--- src/rtl/io_tst_pkg.sv ---
// ---------------------------------------------------------------------------
// io_tst_pkg
// Shared types and constants for the IO test-path edge counter.
//   io_cnt_st_t : measurement FSM states (IDLE, ARM, RUN)
//   ARM_CYCLES  : cycles spent in ARM to flush the synchronisers
//   OUT_W       : width of each published per-lane count on CNT_OUT
// ---------------------------------------------------------------------------
package io_tst_pkg;

    typedef enum logic [1:0] {
        IDLE = 2'd0,
        ARM  = 2'd1,
        RUN  = 2'd2
    } io_cnt_st_t;

    localparam int unsigned ARM_CYCLES = 3;
    localparam int unsigned OUT_W      = 32;

endpackage

--- src/rtl/io_sync_edge.sv ---
// ---------------------------------------------------------------------------
// io_sync_edge
// Single-lane 2-FF synchroniser, delay stage and edge detector.
//   CLK     : system clock
//   RST     : synchronous active-high reset, clears all stages
//   io      : asynchronous input line
//   io_edge : one-cycle pulse per detected edge, 3 cycles after io moves
// Build option IO_EDGE_CNT_BOTH_EN: when defined, both rising and falling
// edges are reported; otherwise only rising edges.
// ---------------------------------------------------------------------------
module io_sync_edge (
    input  logic CLK,
    input  logic RST,
    input  logic io,
    output logic io_edge
);

    logic sync1;
    logic sync2;
    logic dly;

    always_ff @(posedge CLK) begin
        if (RST) begin
            sync1 <= 1'b0;
            sync2 <= 1'b0;
            dly   <= 1'b0;
        end else begin
            sync1 <= io;
            sync2 <= sync1;
            dly   <= sync2;
        end
    end

`ifdef IO_EDGE_CNT_BOTH_EN
    assign io_edge = sync2 ^ dly;
`else
    assign io_edge = sync2 & ~dly;
`endif

endmodule

--- src/rtl/io_edge_cnt.sv ---
// ---------------------------------------------------------------------------
// io_edge_cnt
// Per-lane edge counter over a fixed gate window for the IO test path.
// Each lane is synchronised, edge-detected and counted while the FSM is in
// RUN; at each window end the counts are published together with a
// one-cycle CNT_VLD pulse.
//   CLK        : system clock (REG_BUS clock)
//   RST        : synchronous active-high reset
//   EN         : level, 1 = measure, 0 = idle
//   CLR        : one-cycle pulse, clears counts and restarts the window
//   IO_IN      : LANES asynchronous test inputs
//   CNT_OUT    : published counts, lane k at [32k+31:32k], zero-extended
//   CNT_SAT    : per-lane saturation flags, published with CNT_OUT
//   CNT_VLD    : one-cycle pulse when CNT_OUT/CNT_SAT update
//   WIN_ACTIVE : high while the FSM is in RUN
// Build option IO_EDGE_CNT_BOTH_EN: count both edges instead of rising only.
// ---------------------------------------------------------------------------
module io_edge_cnt
    import io_tst_pkg::*;
#(
    parameter int unsigned LANES      = 5,
    parameter int unsigned WIN_CYCLES = 100_000_000,
    parameter int unsigned CNT_W      = 32
) (
    input  logic                   CLK,
    input  logic                   RST,
    input  logic                   EN,
    input  logic                   CLR,
    input  logic [LANES-1:0]       IO_IN,
    output logic [LANES*OUT_W-1:0] CNT_OUT,
    output logic [LANES-1:0]       CNT_SAT,
    output logic                   CNT_VLD,
    output logic                   WIN_ACTIVE
);

    localparam int unsigned      WIN_W    = (WIN_CYCLES > 1) ? $clog2(WIN_CYCLES) : 1;
    localparam int unsigned      ARM_W    = $clog2(ARM_CYCLES);
    localparam logic [WIN_W-1:0] WIN_LAST = WIN_W'(WIN_CYCLES - 1);
    localparam logic [ARM_W-1:0] ARM_LAST = ARM_W'(ARM_CYCLES - 1);
    localparam logic [CNT_W-1:0] CNT_MAX  = '1;

    io_cnt_st_t       state_q;
    io_cnt_st_t       state_d;
    logic [ARM_W-1:0] arm_q;
    logic [WIN_W-1:0] win_q;
    logic [CNT_W-1:0] run_q   [LANES];
    logic [CNT_W-1:0] run_inc [LANES];
    logic [LANES-1:0] sat_q;
    logic [LANES-1:0] sat_inc;
    logic [LANES-1:0] edges;
    logic             counting;
    logic             terminal;

    // -----------------------------------------------------------------------
    // Per-lane synchroniser and edge detect
    // -----------------------------------------------------------------------
    for (genvar k = 0; k < LANES; k++) begin : g_lane
        io_sync_edge u_sync (
            .CLK     (CLK),
            .RST     (RST),
            .io      (IO_IN[k]),
            .io_edge (edges[k])
        );
    end

    // -----------------------------------------------------------------------
    // FSM next state
    // -----------------------------------------------------------------------
    always_comb begin
        state_d = state_q;
        unique case (state_q)
            IDLE: begin
                if (EN) state_d = ARM;
            end
            ARM: begin
                if (!EN)                    state_d = IDLE;
                else if (arm_q == ARM_LAST) state_d = RUN;
            end
            RUN: begin
                if (!EN) state_d = IDLE;
            end
            default: state_d = IDLE;
        endcase
        if (CLR) state_d = EN ? ARM : IDLE;
    end

    // An EN fall or CLR on the terminal cycle suppresses the publish.
    assign counting = (state_q == RUN) && EN && !CLR;
    assign terminal = counting && (win_q == WIN_LAST);

    // -----------------------------------------------------------------------
    // Saturating increment including the current cycle's edge; used both for
    // the running update and for the value published on the terminal cycle.
    // -----------------------------------------------------------------------
    always_comb begin
        for (int unsigned k = 0; k < LANES; k++) begin
            run_inc[k] = (edges[k] && (run_q[k] != CNT_MAX)) ? run_q[k] + CNT_W'(1) : run_q[k];
            sat_inc[k] = sat_q[k] | (run_inc[k] == CNT_MAX);
        end
    end

    // -----------------------------------------------------------------------
    // State and ARM flush counter
    // -----------------------------------------------------------------------
    always_ff @(posedge CLK) begin
        if (RST) begin
            state_q <= IDLE;
            arm_q   <= '0;
        end else begin
            state_q <= state_d;
            // CLR re-enters ARM from the start, even when already in ARM.
            if ((state_q == ARM) && (state_d == ARM) && !CLR) arm_q <= arm_q + ARM_W'(1);
            else                                               arm_q <= '0;
        end
    end

    // -----------------------------------------------------------------------
    // Running counters, window counter and published outputs
    // -----------------------------------------------------------------------
    always_ff @(posedge CLK) begin
        if (RST) begin
            win_q   <= '0;
            sat_q   <= '0;
            CNT_OUT <= '0;
            CNT_SAT <= '0;
            CNT_VLD <= 1'b0;
            for (int unsigned k = 0; k < LANES; k++) run_q[k] <= '0;
        end else begin
            CNT_VLD <= 1'b0;
            if (CLR) begin
                win_q   <= '0;
                sat_q   <= '0;
                CNT_OUT <= '0;
                CNT_SAT <= '0;
                for (int unsigned k = 0; k < LANES; k++) run_q[k] <= '0;
            end else if (terminal) begin
                for (int unsigned k = 0; k < LANES; k++) begin
                    CNT_OUT[k*OUT_W +: OUT_W] <= OUT_W'(run_inc[k]);
                    run_q[k]                  <= '0;
                end
                CNT_SAT <= sat_inc;
                CNT_VLD <= 1'b1;
                sat_q   <= '0;
                win_q   <= '0;
            end else if (counting) begin
                run_q <= run_inc;
                sat_q <= sat_inc;
                win_q <= win_q + WIN_W'(1);
            end else begin
                // IDLE, ARM, or EN falling in RUN: published values hold.
                win_q <= '0;
                sat_q <= '0;
                for (int unsigned k = 0; k < LANES; k++) run_q[k] <= '0;
            end
        end
    end

    assign WIN_ACTIVE = (state_q == RUN);

endmodule

--- config.mk ---
export PLATFORM = sky130hd
export DESIGN_NAME = io_edge_cnt
export DESIGN_NICKNAME = d
export VERILOG_FILES = /design/src/rtl/io_tst_pkg.sv /design/src/rtl/io_sync_edge.sv /design/src/rtl/io_edge_cnt.sv
export SDC_FILE = /design/constraint.sdc
export NUM_CORES = 1
export LEC_CHECK = 0
export ABC_AREA = 1
export CORE_AREA = 4 4 239 241
export CTS_CLUSTER_SIZE = 20
export DETAILED_ROUTE_END_ITERATION = 10
export DIE_AREA = 0 0 243 245
export PLACE_DENSITY_LB_ADDON = 0.08
export SYNTH_ARGS = -nofsm -noshare
export SYNTH_HDL_FRONTEND = slang
export SYNTH_SLANG_ARGS = --single-unit
--- constraint.sdc ---
create_clock -name CLK -period 2.3 [get_ports CLK]
set_input_delay 0.46 -clock CLK [delete_from_list [all_inputs] [get_ports CLK]]
set_output_delay 0.46 -clock CLK [all_outputs]
set_load 0.02 [all_outputs]
==> flow_summary_export.csv, run 1 <==
group,metric,value,unit
logic_synthesis,yosys_warnings,0,
timing,worstMarginPinSlew,0.463,ns
floorplan,start_util,34.8,%
pwr,clock_power_share,50.1,%
clock_network,cts_buffers,43,
pwr,swShare,22.2,%
timing,fmax,435,MHz
job,cap_viol_max_count,0,
pwr,p_switching,3.05,mW
timing,min_period_over_period,100,%
hold_path,hold_path_depth,2,
drt,wire_per_inst,14.8,µm
pwr,ir_drop,0.000411,V
timing,final_max_slew_viol_count,0,
logic_synthesis,synthFlopType,"dfxtp_1",
placement,dp.cells,4115,
floorplan,die_h,245,µm
grt,grt_pass1_vias,19200,
worst_setup_path,worstPathArrival,2.81,ns
pwr,p_total,13.8,mW
finish,multi_input_area,10200,µm²
grt,track_usage,19.7,%
grt,grt_max_degree,96,
finish,fillers,5628,
placement,portBuffers,175,
floorplan,rows,86,
clock_network,cts.sinks,377,
drt,drc,0,
timing,clock_skew,0.0180,ns
hold_path,hold_end,"g_lane[4].u_sync.sync2$_SDFF_PP0_",
hold_path,hp-class,"register to register",
timing,max_slew_margin,69.2,%
finish,layout-drive-gt1-share,21.0,%
logic_synthesis,synthTopCellsByCount,"780 x nand2_1, 487 x nor2_1, 426 x inv_1",
drt,routed_via_density,4.76,
placement,dpl_cell_area,24200,µm²
finish,instances_no_fill,4238,
logic_synthesis,ys_seq_area_share,39.5,%
placement,place_congestion,0.919,
logic_synthesis,netlist_area,19100,µm²
timing,rsz0062_at_grt,"yes",
worst_setup_path,ff2ff_path_depth,18,
finish,finalInstanceArea,27100,µm²
pwr,pwr-share-seq,47.6,%
worst_setup_path,max_stage_delay,0.35,ns
drt,ant_nets,0,
finish,diodes,0,
clock_network,clk_latency,0.58,ns
timing,period_minus_slack,2.30,ns
clock_network,cts_hold_buffers,0,
grt,antenna_found_initial,0,
worst_setup_path,worstPathMaxFanout,6,
grt,overflow,0,
placement,dpl.hpwl,46500,µm
worst_setup_path,crit_path_end_kind,"register",
logic_synthesis,yosysMostFrequentCell,"nand2_1",
pwr,p_per_area,508,nW/µm²
worst_setup_path,cp-start-kind,"register",
finish,final-seq-area,7610,µm²
floorplan,dieArea,59500,µm²
finish,area_growth_syn_to_layout,41.7,%
drt,drtPass1Iterations,5,
logic_synthesis,yosysTopAreaCellShare,39.5,%
worst_setup_path,rr_endpoint,"CNT_SAT[0]$_SDFFE_PP0P_",
pwr,leakagePower,11.2,nW
clock_network,clockBufferDepth,3,
floorplan,boundaryPins,176,
logic_synthesis,yosys-top-cells-area,"dfxtp_1 40%, nand2_1 15%, nor2_1 9.6%",
logic_synthesis,synthCells,2980,
worst_setup_path,crit_chain,"ha_4, nand2_2, nor2_2, nand2_2, nor2_4, nand2_4, nand2_4, clkinvlp_4, buf_6, nand2_4, nand4_1, nor2_1, nand2_1, nor2_1, nand2_1, nand3_1, nand2_1, inv_1",
pwr,combPwrFrac,2.4,%
floorplan,core,54900,µm²
grt,grt_pass1_wl,97600,µm
drt,vias,20200,
logic_synthesis,synth_edf_count,0,
drt,dr.first_iter.drc_count,1054,
logic_synthesis,yosys.area.top_type,"dfxtp_1",
run_status,outcome,"complete, no violations",
logic_synthesis,ys_ff_latch,377,
pwr,intPower,10.7,mW
finish,nets,3519,
logic_synthesis,avgSynthCellArea,6.41,µm²
worst_setup_path,r2r_slack,0.0008,ns
worst_setup_path,cp_slowest_cell,"dfxtp_2",
hold_path,min-delay-start,"g_lane[4].u_sync.sync1$_SDFF_PP0_",
floorplan,die_w,243,µm
timing,hold_violations,0,
logic_synthesis,yosys.cell_types.count,41,
drt,finalWirelength,62600,µm
timing,setup_viol,0,
logic_synthesis,synth_async_sr_flop_share,0,%
logic_synthesis,syn_nets,2996,
clock_network,clockRootBuffer,"clkbuf_16",
worst_setup_path,r2r_start,"run_q[129]$_SDFF_PP0_",
worst_setup_path,required,2.81,ns
clock_network,path_clk_slew,0.06,ns
clock_network,htreeDepth,2,
worst_setup_path,path_class,"register to register",
clock_network,cts_tree,"done",
==> stage by stage <==
stage          setup TNS, ns  setup slack (ns)  utilization [%]  hold slack [ns]
2_1_floorplan              0             0.240                -            0.388
3_3_place_gp          -66.25            -0.292             44.1            0.394
3_5_place_dp          -64.20            -0.297             44.1            0.399
4_1_cts             -0.00712          -0.00712             46.9            0.409
5_1_grt               -0.409            -0.167             49.3            0.431
6_report                   0          0.000806             49.3            0.405
==> flip-flops by register name, indices dropped and copies added, names as in the netlist <==
signal	count
CNT_OUT	160
CNT_SAT	5
CNT_VLD	1
arm_q	2
g_lane.u_sync.dly	5
g_lane.u_sync.sync1	5
g_lane.u_sync.sync2	5
run_q	160
sat_q	5
state_q	2
win_q	27
==> per-layer routing <==
metal  share of wire, %  global-route usage [%]
met5                  0                       0
met4                2.6                    5.86
met3                4.4                    3.26
met2                 47                    34.1
met1                 46                    25.4
==> how the worst max path moves through the flow <==
stage	start	slack (ns)	cells past startpoint	to
final	run_q[129]$_SDFF_PP0_	0.0008	18	CNT_SAT[0]$_SDFFE_PP0P_
after floorplan	state_q[1]$_SDFF_PP0_	0.24	9	run_q[10]$_SDFF_PP0_
after global routing	run_q[129]$_SDFF_PP0_	-0.17	19	CNT_SAT[0]$_SDFFE_PP0P_
after global placement	EN	-0.29	12	CNT_OUT[51]$_SDFFE_PP0P_
after CTS	run_q[32]$_SDFF_PP0_	-0.007	18	CNT_SAT[3]$_SDFFE_PP0P_
after detailed placement	EN	-0.30	11	CNT_OUT[10]$_SDFFE_PP0P_
==> logic make-up (layout without fill, tap and decap cells) <==
kind of cell / after synthesis / in the layout / synth area share, %
fa+ha+maj: 7 / 7 / 0.458
flops: 377 / 377 / 39.5
simple gates: 1658 / 1660 / 36.7
compound gates: 366 / 366 / 10.2
buf+inv: 532 / 1084 / 11.3
xor+xnor: 40 / 40 / 1.91
==> worst max-delay path, delay by kind of cell (launching register included) <==
family / cells / cell delay [ns]
simple gates: 14 / 1.28
fa+ha+maj: 1 / 0.15
buf+inv: 3 / 0.44
flops: 1 / 0.35
==> power groups by stage <==
stage | Combinational, mW | Sequential [mW] | Clock, mW
2_1_floorplan | 0.158 | 6.69 | 0
3_3_place_gp | 0.305 | 6.69 | 0
3_5_place_dp | 0.306 | 6.69 | 0
4_1_cts | 0.312 | 6.54 | 7.13
5_1_grt | 0.363 | 6.54 | 7.39
6_report | 0.328 | 6.54 | 6.89
==> what timing repair did <==
item | in CTS | in global routing
endpoints found under the setup margin | 64 | 316
pin swaps | 4 | 96
resized for setup | 21 | 268
buffers inserted | 3 | 32
cloned | 0 | 12
==> final cells by class <==
type                       count  area share [%]
clock buffer                  59            4.50
clock inverter                17           0.689
inverter                     430            6.01
multi-input combinational   2073            37.6
sequential                   377            28.1
tap                          704            3.25
timing repair buffer         578            19.9
==> cell usage in the layout (no fill, tap or decap), drive strengths merged <==
master and instances:
nand2 799, nor2 501, inv 427, buf 394, dfxtp 377, nand3 235, a21oi 178, clkdlybuf4s50 175
o21ai 144, nand4 72, clkbuf 68, nor3 34, xor2 32, o211ai 31, clkinv 13, nand3b 8
xnor2 8, o21a 8, ha 7, clkinvlp 4, nor4 4, bufinv 3, and3 2, and2 2
a211oi 2, a31oi 1, or3 1, or2 1, nor3b 1, o21bai 1, a2111oi 1
No activity file was read; power rests on OpenSTA's default activity.
==> run 2, diff against run 1 <==
--- a/config.mk
+++ b/config.mk
@@ -6,6 +6,7 @@
 export NUM_CORES = 1
 export LEC_CHECK = 0
 export ABC_AREA = 1
+export ABC_CLOCK_PERIOD_IN_PS = 2300
 export CORE_AREA = 4 4 239 241
 export CTS_CLUSTER_SIZE = 20
 export DETAILED_ROUTE_END_ITERATION = 10
==> results of run 2 <==
Final layout, timing and power as in run 1 (identical DEF).
==> run 3, diff against run 2 <==
--- a/config.mk
+++ b/config.mk
@@ -12,6 +12,7 @@
 export DETAILED_ROUTE_END_ITERATION = 10
 export DIE_AREA = 0 0 243 245
 export PLACE_DENSITY_LB_ADDON = 0.08
+export SKIP_CTS_REPAIR_TIMING = 1
 export SYNTH_ARGS = -nofsm -noshare
 export SYNTH_HDL_FRONTEND = slang
 export SYNTH_SLANG_ARGS = --single-unit
==> flow_summary_export.csv, run 3 (synthesis gave the netlist of run 1 again) <==
group,metric,value,unit
drt,drtPass1Iterations,8,
grt,grt_pass1_wl,97400,µm
grt,antenna_found_initial,0,
finish,diodes,0,
timing,fmax,443,MHz
drt,routed_via_density,4.75,
pwr,ir_drop,0.000409,V
grt,grt_max_degree,96,
floorplan,core,54900,µm²
pwr,p_total,13.7,mW
placement,portBuffers,175,
worst_setup_path,cpLargestDelayFamily,"simple AND/OR/NAND/NOR gates",
worst_setup_path,path_class,"register to register",
worst_setup_path,worstPathMaxFanout,4,
finish,final_cell_mix,"741 x nand2_1, 418 x inv_1, 415 x nor2_1, 348 x buf_4, 333 x dfxtp_1",
pwr,p_per_area,513,nW/µm²
worst_setup_path,cp-start-kind,"register",
clock_network,clockBufferDepth,3,
timing,clock_skew,0.0168,ns
drt,dr.first_iter.drc_count,1087,
finish,final_common_cell,"nand2_1",
worst_setup_path,required,2.77,ns
timing,setup_slack,0.0430,ns
worst_setup_path,critical_path_buf_inv_count,3,
placement,pre_cts_ws,-0.297,ns
timing,hold_violations,0,
finish,reg.largest.list,"CNT_OUT (160), run_q (160), win_q (27)",
pwr,leakagePower,11.1,nW
timing,worstMarginPinSlew,0.477,ns
timing,hold_ws,0.405,ns
clock_network,cts.sinks,377,
worst_setup_path,crit_path_end_kind,"register",
clock_network,cts_buffers,43,
worst_setup_path,cp_slowest_cell,"dfxtp_2",
floorplan,start_util,34.8,%
placement,dpl.hpwl,46500,µm
hold_path,hp-class,"register to register",
worst_setup_path,crit_chain,"ha_2, nand2_1, nor2_2, nand2_2, nor2_4, buf_6, nand3_4, clkbuf_16, a21oi_1, nor2_1, nand2_1, nor2_1, nand2_1, nor2_1, nand2_1, nand3_1, nand2_1, inv_1",
worst_setup_path,worstPathArrival,2.72,ns
timing,rsz0062_at_grt,"yes",
drt,drc,0,
timing,max_slew_margin,68.2,%
worst_setup_path,path_common_cell,"nand2_1",
floorplan,die_h,245,µm
drt,vias,20100,
floorplan,boundaryPins,176,
finish,layout-drive-gt1-share,19.8,%
timing,min_period_over_period,98.1,%
drt,finalWirelength,62100,µm
floorplan,die_w,243,µm
clock_network,htreeDepth,2,
worst_setup_path,rr_endpoint,"CNT_SAT[0]$_SDFFE_PP0P_",
worst_setup_path,crit_cells,18,
clock_network,path_clk_slew,0.06,ns
floorplan,rows,86,
run_status,outcome,"complete, no violations",
worst_setup_path,ff2ff_path_depth,18,
timing,period_minus_slack,2.26,ns
grt,grt_pass1_vias,19200,
job,cap_viol_max_count,0,
clock_network,cts_tree,"done",
timing,final_max_slew_viol_count,0,
finish,fillers,5654,
drt,wire_per_inst,14.7,µm
clock_network,clockRootBuffer,"clkbuf_16",
worst_setup_path,max_stage_delay,0.33,ns
grt,overflow,0,
clock_network,clk_latency,0.58,ns
worst_setup_path,r2r_start,"run_q[129]$_SDFF_PP0_",
finish,nets,3508,
grt,track_usage,19.7,%
floorplan,dieArea,59500,µm²
hold_path,hold_path_depth,2,
timing,setup_viol,0,
finish,area_growth_syn_to_layout,40.2,%
placement,place_congestion,0.919,
timing,tns,0,ns
drt,ant_nets,0,
worst_setup_path,r2r_slack,0.04,ns
hold_path,min-delay-start,"g_lane[4].u_sync.sync1$_SDFF_PP0_",
hold_path,hold_end,"g_lane[4].u_sync.sync2$_SDFF_PP0_",
run 3: cell count changes in the layout (fill, tap and decap cells not counted), moves of 6 or more:
cell and delta:
nand2_2 -6, nor2_2 -11, nand2_1 +8, nand3_1 +6, nand3_2 -6, nor2_1 +12
run 3: metrics by stage:
step	std cells	cell area, µm²	utilization, %
detailed placement	4115	24200	44.1
CTS	4191	25600	46.7
global placement	4115	24200	44.1
finish	4227	26800	48.8
global route	4227	26800	48.8
floorplan	2980	19100	-
run 3: worst min-delay path, delay by kind of cell, from the launching register on:
kind	cells	cell delay, ns
buffers and inverters	1	0.04
DFF	1	0.29
and+or+nand+nor	1	0.03
run 3: area by class of cell:
cell class	instances	area, µm²	area share [%]
multi-input cells	2073	10000	37.5
flip-flops and latches	377	7600	28.4
repair buffers	567	5230	19.5
inverters	430	1620	6.07
clock buffers	59	1220	4.55
well taps	704	881	3.29
clock inverters	17	186	0.696
run 3: worst max-delay path by stage:
stage / from / to / slack, ns
floorplan: state_q[1]$_SDFF_PP0_ / run_q[10]$_SDFF_PP0_ / 0.24
global placement: EN / CNT_OUT[51]$_SDFFE_PP0P_ / -0.29
detailed placement: EN / CNT_OUT[10]$_SDFFE_PP0P_ / -0.30
CTS: run_q[32]$_SDFF_PP0_ / CNT_SAT[3]$_SDFFE_PP0P_ / -0.17
global route: run_q[129]$_SDFF_PP0_ / CNT_SAT[0]$_SDFFE_PP0P_ / -0.14
finish: run_q[129]$_SDFF_PP0_ / CNT_SAT[0]$_SDFFE_PP0P_ / 0.04
run 3: power by group:
part	switching [mW]	internal, mW	total, mW	leakage (nW)
Combinational	0.197	0.124	0.321	7.38
Clock	2.84	4.04	6.88	0.686
Sequential	0.00440	6.54	6.54	3.06
Total	3.04	10.7	13.7	11.1
run 3: metal layers:
metal  up-vias  wire [µm]  GRT usage [%]
li1      10400          -              -
met1      9226      28900           25.4
met2       353      29100           34.0
met3        85       2580           3.24
met4         0       1550           5.92
met5         -          0              0
